===== config.mk =====
export PLATFORM = sky130hd
export DESIGN_NAME = alu_seq
export DESIGN_NICKNAME = d
export VERILOG_FILES = /design/src/rtl/alu_pkg.sv /design/src/rtl/seq_mult.sv /design/src/rtl/alu_seq.sv
export SDC_FILE = /design/constraint.sdc
export NUM_CORES = 1
export LEC_CHECK = 0
export ABC_AREA = 0
export CORE_ASPECT_RATIO = 0.9
export CORE_UTILIZATION = 60
export CTS_CLUSTER_SIZE = 14
export DETAILED_ROUTE_END_ITERATION = 10
export PLACE_DENSITY = 0.81
export SLEW_MARGIN = 30
export SYNTH_ARGS = -nofsm -noshare
export SYNTH_HDL_FRONTEND = slang
export SYNTH_SLANG_ARGS = --single-unit

===== constraint.sdc =====
create_clock -name iclk -period 4.65 [get_ports iclk]
set_clock_uncertainty 0.15 [all_clocks]
set_input_delay 0.93 -clock iclk [delete_from_list [all_inputs] [get_ports iclk]]
set_output_delay 0.93 -clock iclk [all_outputs]
set_load 0.02 [all_outputs]

===== src/rtl/alu_pkg.sv =====
// Shared types for the sequential ALU: opcodes, FSM states, default width.
// Imported by alu_seq and seq_mult.
package alu_pkg;

  localparam int W_DEF = 6;

  typedef enum logic [2:0] {
    OP_ADD = 3'b000,
    OP_SUB = 3'b001,
    OP_AND = 3'b010,
    OP_OR  = 3'b011,
    OP_XOR = 3'b100,
    OP_MUL = 3'b101,
    OP_SHL = 3'b110,
    OP_ASR = 3'b111
  } op_t;

  localparam logic [2:0] ST_IDLE = 3'd0;
  localparam logic [2:0] ST_CALC = 3'd1;
  localparam logic [2:0] ST_MUL  = 3'd2;
  localparam logic [2:0] ST_FIX  = 3'd3;
  localparam logic [2:0] ST_DONE = 3'd4;

  typedef enum logic [2:0] {
    IDLE = ST_IDLE,
    CALC = ST_CALC,
    MUL  = ST_MUL,
    FIX  = ST_FIX,
    DONE = ST_DONE
  } state_t;

endpackage


===== src/rtl/seq_mult.sv =====
// Unsigned W x W shift-add multiplier, one partial product per step.
// Ports: iclk, rst (async low), ld, step, mcand_in, mplier_in, product, last.
module seq_mult
  import alu_pkg::*;
#(
  parameter int W = W_DEF
) (
  input  logic           iclk,
  input  logic           rst,
  input  logic           ld,
  input  logic           step,
  input  logic [W-1:0]   mcand_in,
  input  logic [W-1:0]   mplier_in,
  output logic [2*W-1:0] product,
  output logic           last
);

  localparam int CW = $clog2(W + 1);

  logic [W-1:0]  mcand;
  logic [CW-1:0] cnt;
  logic [W:0]    sum;

  // Low half starts as the multiplier and drains out as the
  // accumulated high half shifts in from the top.
  assign sum  = {1'b0, product[2*W-1:W]}
              + (product[0] ? {1'b0, mcand} : '0);
  assign last = (cnt == CW'(W - 1));

  always_ff @(posedge iclk or negedge rst) begin
    if (!rst) begin
      mcand   <= '0;
      product <= '0;
      cnt     <= '0;
    end else if (ld) begin
      mcand   <= mcand_in;
      product <= {{W{1'b0}}, mplier_in};
      cnt     <= '0;
    end else if (step) begin
      product <= {sum, product[W-1:1]};
      cnt     <= cnt + CW'(1);
    end
  end

endmodule


===== src/rtl/alu_seq.sv =====
// Sequential signed ALU with iterative multiply and overflow flag.
// Ports: iclk, rst (async low), start, op, a, b -> z, oF, busy, done.
module alu_seq
  import alu_pkg::*;
#(
  parameter int W = W_DEF
) (
  input  logic         iclk,
  input  logic         rst,
  input  logic         start,
  input  logic [2:0]   op,
  input  logic [W-1:0] a,
  input  logic [W-1:0] b,
  output logic [W-1:0] z,
  output logic         oF,
  output logic         busy,
  output logic         done
);

  state_t         state;
  state_t         nxt;
  op_t            op_q;
  logic [W-1:0]   a_q;
  logic [W-1:0]   b_q;
  logic           sgn_q;
  logic           accept;
  logic           ld;
  logic           step;
  logic           last;
  logic [2*W-1:0] prod;
  logic [2*W-1:0] p;
  logic           mul_of;
  logic [W-1:0]   alu_z;
  logic           alu_f;

  function automatic logic [W-1:0] mag(input logic [W-1:0] v);
    return v[W-1] ? (~v + W'(1)) : v;
  endfunction

  assign accept = (state == IDLE) && start;
  assign ld     = accept && (op_t'(op) == OP_MUL);
  assign step   = (state == MUL);
  assign busy   = (state != IDLE);
  assign done   = (state == DONE);

  seq_mult #(.W(W)) u_mult (
    .iclk      (iclk),
    .rst       (rst),
    .ld        (ld),
    .step      (step),
    .mcand_in  (mag(a)),
    .mplier_in (mag(b)),
    .product   (prod),
    .last      (last)
  );

  // Result fits in W bits only if the top W+1 product bits agree.
  assign p      = sgn_q ? (~prod + (2*W)'(1)) : prod;
  assign mul_of = !((&p[2*W-1:W-1]) || !(|p[2*W-1:W-1]));

  always_comb begin
    nxt = state;
    unique case (state)
      IDLE: if (start) nxt = (op_t'(op) == OP_MUL) ? MUL : CALC;
      CALC: nxt = DONE;
      MUL:  if (last) nxt = FIX;
      FIX:  nxt = DONE;
      DONE: nxt = IDLE;
      default: nxt = IDLE;
    endcase
  end

  always_comb begin
    alu_z = '0;
    alu_f = 1'b0;
    unique case (op_q)
      OP_ADD: begin
        alu_z = a_q + b_q;
        alu_f = (a_q[W-1] == b_q[W-1]) && (alu_z[W-1] != a_q[W-1]);
      end
      OP_SUB: begin
        alu_z = a_q - b_q;
        alu_f = (a_q[W-1] != b_q[W-1]) && (alu_z[W-1] != a_q[W-1]);
      end
      OP_AND: alu_z = a_q & b_q;
      OP_OR:  alu_z = a_q | b_q;
      OP_XOR: alu_z = a_q ^ b_q;
      OP_MUL: alu_z = '0;
      OP_SHL: begin
        alu_z = {a_q[W-2:0], 1'b0};
        alu_f = a_q[W-1] ^ a_q[W-2];
      end
      OP_ASR: alu_z = {a_q[W-1], a_q[W-1:1]};
      default: alu_z = '0;
    endcase
  end

  always_ff @(posedge iclk or negedge rst) begin
    if (!rst) state <= IDLE;
    else      state <= nxt;
  end

  always_ff @(posedge iclk or negedge rst) begin
    if (!rst) begin
      op_q  <= OP_ADD;
      a_q   <= '0;
      b_q   <= '0;
      sgn_q <= 1'b0;
    end else if (accept) begin
      op_q  <= op_t'(op);
      a_q   <= a;
      b_q   <= b;
      sgn_q <= a[W-1] ^ b[W-1];
    end
  end

  always_ff @(posedge iclk or negedge rst) begin
    if (!rst) begin
      z  <= '0;
      oF <= 1'b0;
    end else if (state == CALC) begin
      z  <= alu_z;
      oF <= alu_f;
    end else if (state == FIX) begin
      z  <= p[W-1:0];
      oF <= mul_of;
    end
  end

endmodule


==> reports/qor.yml <==
run_status:
  status: "finished, violations left"
  violations: "DRC"
die:
  dieArea_um2: 6400
  die_y_um: 76.0
  num_io_pins: 27
  row_count: 26
  initial_core_util_pct: 63.3
  core_um2: 5760
  fp.dieW_um: 84.2
cts:
  ctsHoldBuffers: 0
  cts.sinks: 47
  post_cts_buffers: 0
  h-tree-depth: 2
  clkTransAtPathRegs_ps: 90
  tritoncts.num_buffers: 5
  cts_tree: "yes"
  insertion_delay_ps: 300
  cts-resized-gates: 0
  ctsLongestPathBuffers: 2
  cts_root_buf: "clkbuf_8"
layout:
  n_antenna_cell: 0
  syn_to_final_growth_pct: 10.5
  final_net_count: 509
  drive_gt1_share_pct: 4.99
  seqCellArea_um2: 1180
  multi_input_area_um2: 2210
  final_common_cell: "nand2_1"
  nFillCells: 468
  final_cell_mix: "nand2_1, o21ai_0, dfrtp_1"
timing:
  setup_slack_ps: 1700
  worstMarginPinSlew_ps: 767
  setup_violations: 0
  max_freq_mhz: 339
  maxSlewViolCount: 0
  final.setup.tns_ps: 0
  fin_crit_sh_pct: 63.4
  layout_min_cycle_time_ps: 2950
  rsz0062_at_grt: "false"
  relSlewSlack_pct: 48.7
  finalHoldViolations: 0
drt:
  wire_per_inst_um: 16.3
  routed.top_layer: "met4"
  drt-initial-drc-count: 289
  dr_wl_met2_um: 3950
  wl_met3_um: 580
  met1_length_um: 4090
  vias_per_cell: 6.18
  first_pass_iters: 8
  route.detailed.drc: 6
  ant_nets: 0
  finalWirelength_um: 8680
  vias: 3283
worst_setup_path:
  crit_start: "state[1]"
  path_class: "reg2out"
  r2r_start: "u_mult.product[0]"
  cp_data_arrival_time_ps: 1870
  endpoint_kind: "output pin"
  worst-endpoint-required_ps: 3570
  critPathLaunchType: "register"
  worst-path-max-fanout: 15
  cp_slowest_cell: "clkdlybuf4s50_1"
  path_cells: "or3_1 -> clkdlybuf4s50_1"
  max_stage_delay_ps: 570
placed_design:
  io_buffer_count: 26
  post-place-ws_ps: 1590
  globalplace.congestion: 0.902
  dp_hpwl_um: 6460
synthesis:
  ys_seq_elements: 47
  ys_warn_count: 0
  synth_nets: 502
  synth-edff-count: 0
  yosysUniqueCellTypes: 60
  ys_seq_area_share_pct: 32.2
  syn_inst: 453
  ys_async_sr_fraction_pct: 100
  synth_flop_cell: "dfrtp_1"
  synth_area_per_cell_um2: 8.05
  syn_area_um2: 3650
min_path:
  min-delay-start: "u_mult.mcand[3]"
  hold_class: "reg2reg"
grt:
  track_usage_pct: 28.4
  grt_pass1_vias: 3000
  grt_pass1_wl_um: 14600
  antenna_found_initial: 0
  grt_overflow: 0
  grt_max_degree: 48
pwr:
  p_per_area_nw_per_um2: 732
  p_leak_nw: 1.78
  max-vdd-ir-drop_mv: 0.367
flow_run:
  drv_cap: 0
==> cell usage after synthesis (4+ instances only) <==
master,instances,area share [%]
a221oi_1,4,0.96
and2_1,5,0.86
inv_1,39,4.0
a21oi_1,34,4.7
nand3_1,13,1.8
nor2b_1,5,0.86
nand2b_1,5,0.86
o21ai_0,48,6.6
or3_1,4,0.69
ha_1,28,9.6
nor2_1,35,3.6
o21bai_1,5,1.0
xor2_1,9,2.2
nand2_1,55,5.7
nor3_1,8,1.1
dfrtp_1,47,32
a21o_1,4,0.82
xnor2_1,15,3.6
a31oi_1,6,1.0
clkbuf_1,23,2.4
==> flip-flops by register name (all words and copies together) (netlist names) <==
signal          flops
u_mult.mcand        6
sgn_q               1
z                   6
u_mult.cnt          3
state               3
a_q                 6
op_q                3
u_mult.product     12
b_q                 6
oF                  1
==> critical path, delay by kind of cell (launching register included) <==
kind,cells,cell delay [ps]
buffers and inverters,1,570
flip-flops,1,560
AND/OR/NAND/NOR,1,440
==> cell type report <==
| cell class | instances | area share [%] |
|---|---|---|
| Sequential cell | 47 | 29.2 |
| Inverter | 39 | 3.63 |
| Timing Repair Buffer | 28 | 6.77 |
| Tap cell | 70 | 2.17 |
| Clock inverter | 3 | 1.68 |
| Clock buffer | 5 | 1.71 |
| Multi-Input combinational cell | 339 | 54.9 |
==> path summary, 6_finish.rpt <==
kind	end	slack, ps	cells after the start
worst max-delay path	busy	1700	2
worst min-delay path	u_mult.mcand[3]	330	2
worst max register to register	oF	1860	8
worst min register to register	u_mult.mcand[3]	330	2
max in group asynchronous	u_mult.product[1]	3460	1
min in group asynchronous	b_q[5]	480	1
==> logic make-up after synthesis <==
logic type | share of synthesized area, %
AND/OR/NAND/NOR | 18.9
buffers and inverters | 7.20
flip-flops | 32.2
adder cells (fa/ha/maj) | 11.3
multiplexers | 2.09
XOR/XNOR | 5.76
AO/OA/AOI/OAI | 22.5
==> metal layers <==
metal | GRT usage, % | vias up
li1 | - | 1586
met1 | 42.0 | 1554
met2 | 45.4 | 134
met3 | 3.92 | 9
met4 | 3.97 | 0
met5 | 0 | -
==> metrics by stage <==
stage | cell area (um2) | utilization [%] | std cells | power, mW | hold slack (ps)
final | 4030 | 70.0 | 531 | 2.95 | 335
after global routing | 4030 | 70.0 | 531 | 3.20 | 371
after CTS | 4030 | 70.0 | 531 | 2.91 | 336
after detailed placement | 3890 | 67.6 | 523 | 2.55 | 315
after global placement | 3890 | 67.6 | 523 | 2.48 | 308
after floorplan | 3650 | - | 453 | 2.12 | 292
==> power breakdown <==
part	switching, mW	leakage [nW]	internal (mW)
Combinational	0.958	1.13	0.716
Clock	0.143	0.0644	0.214
Sequential	0.319	0.586	0.599
(Power assumes the default switching activity.)
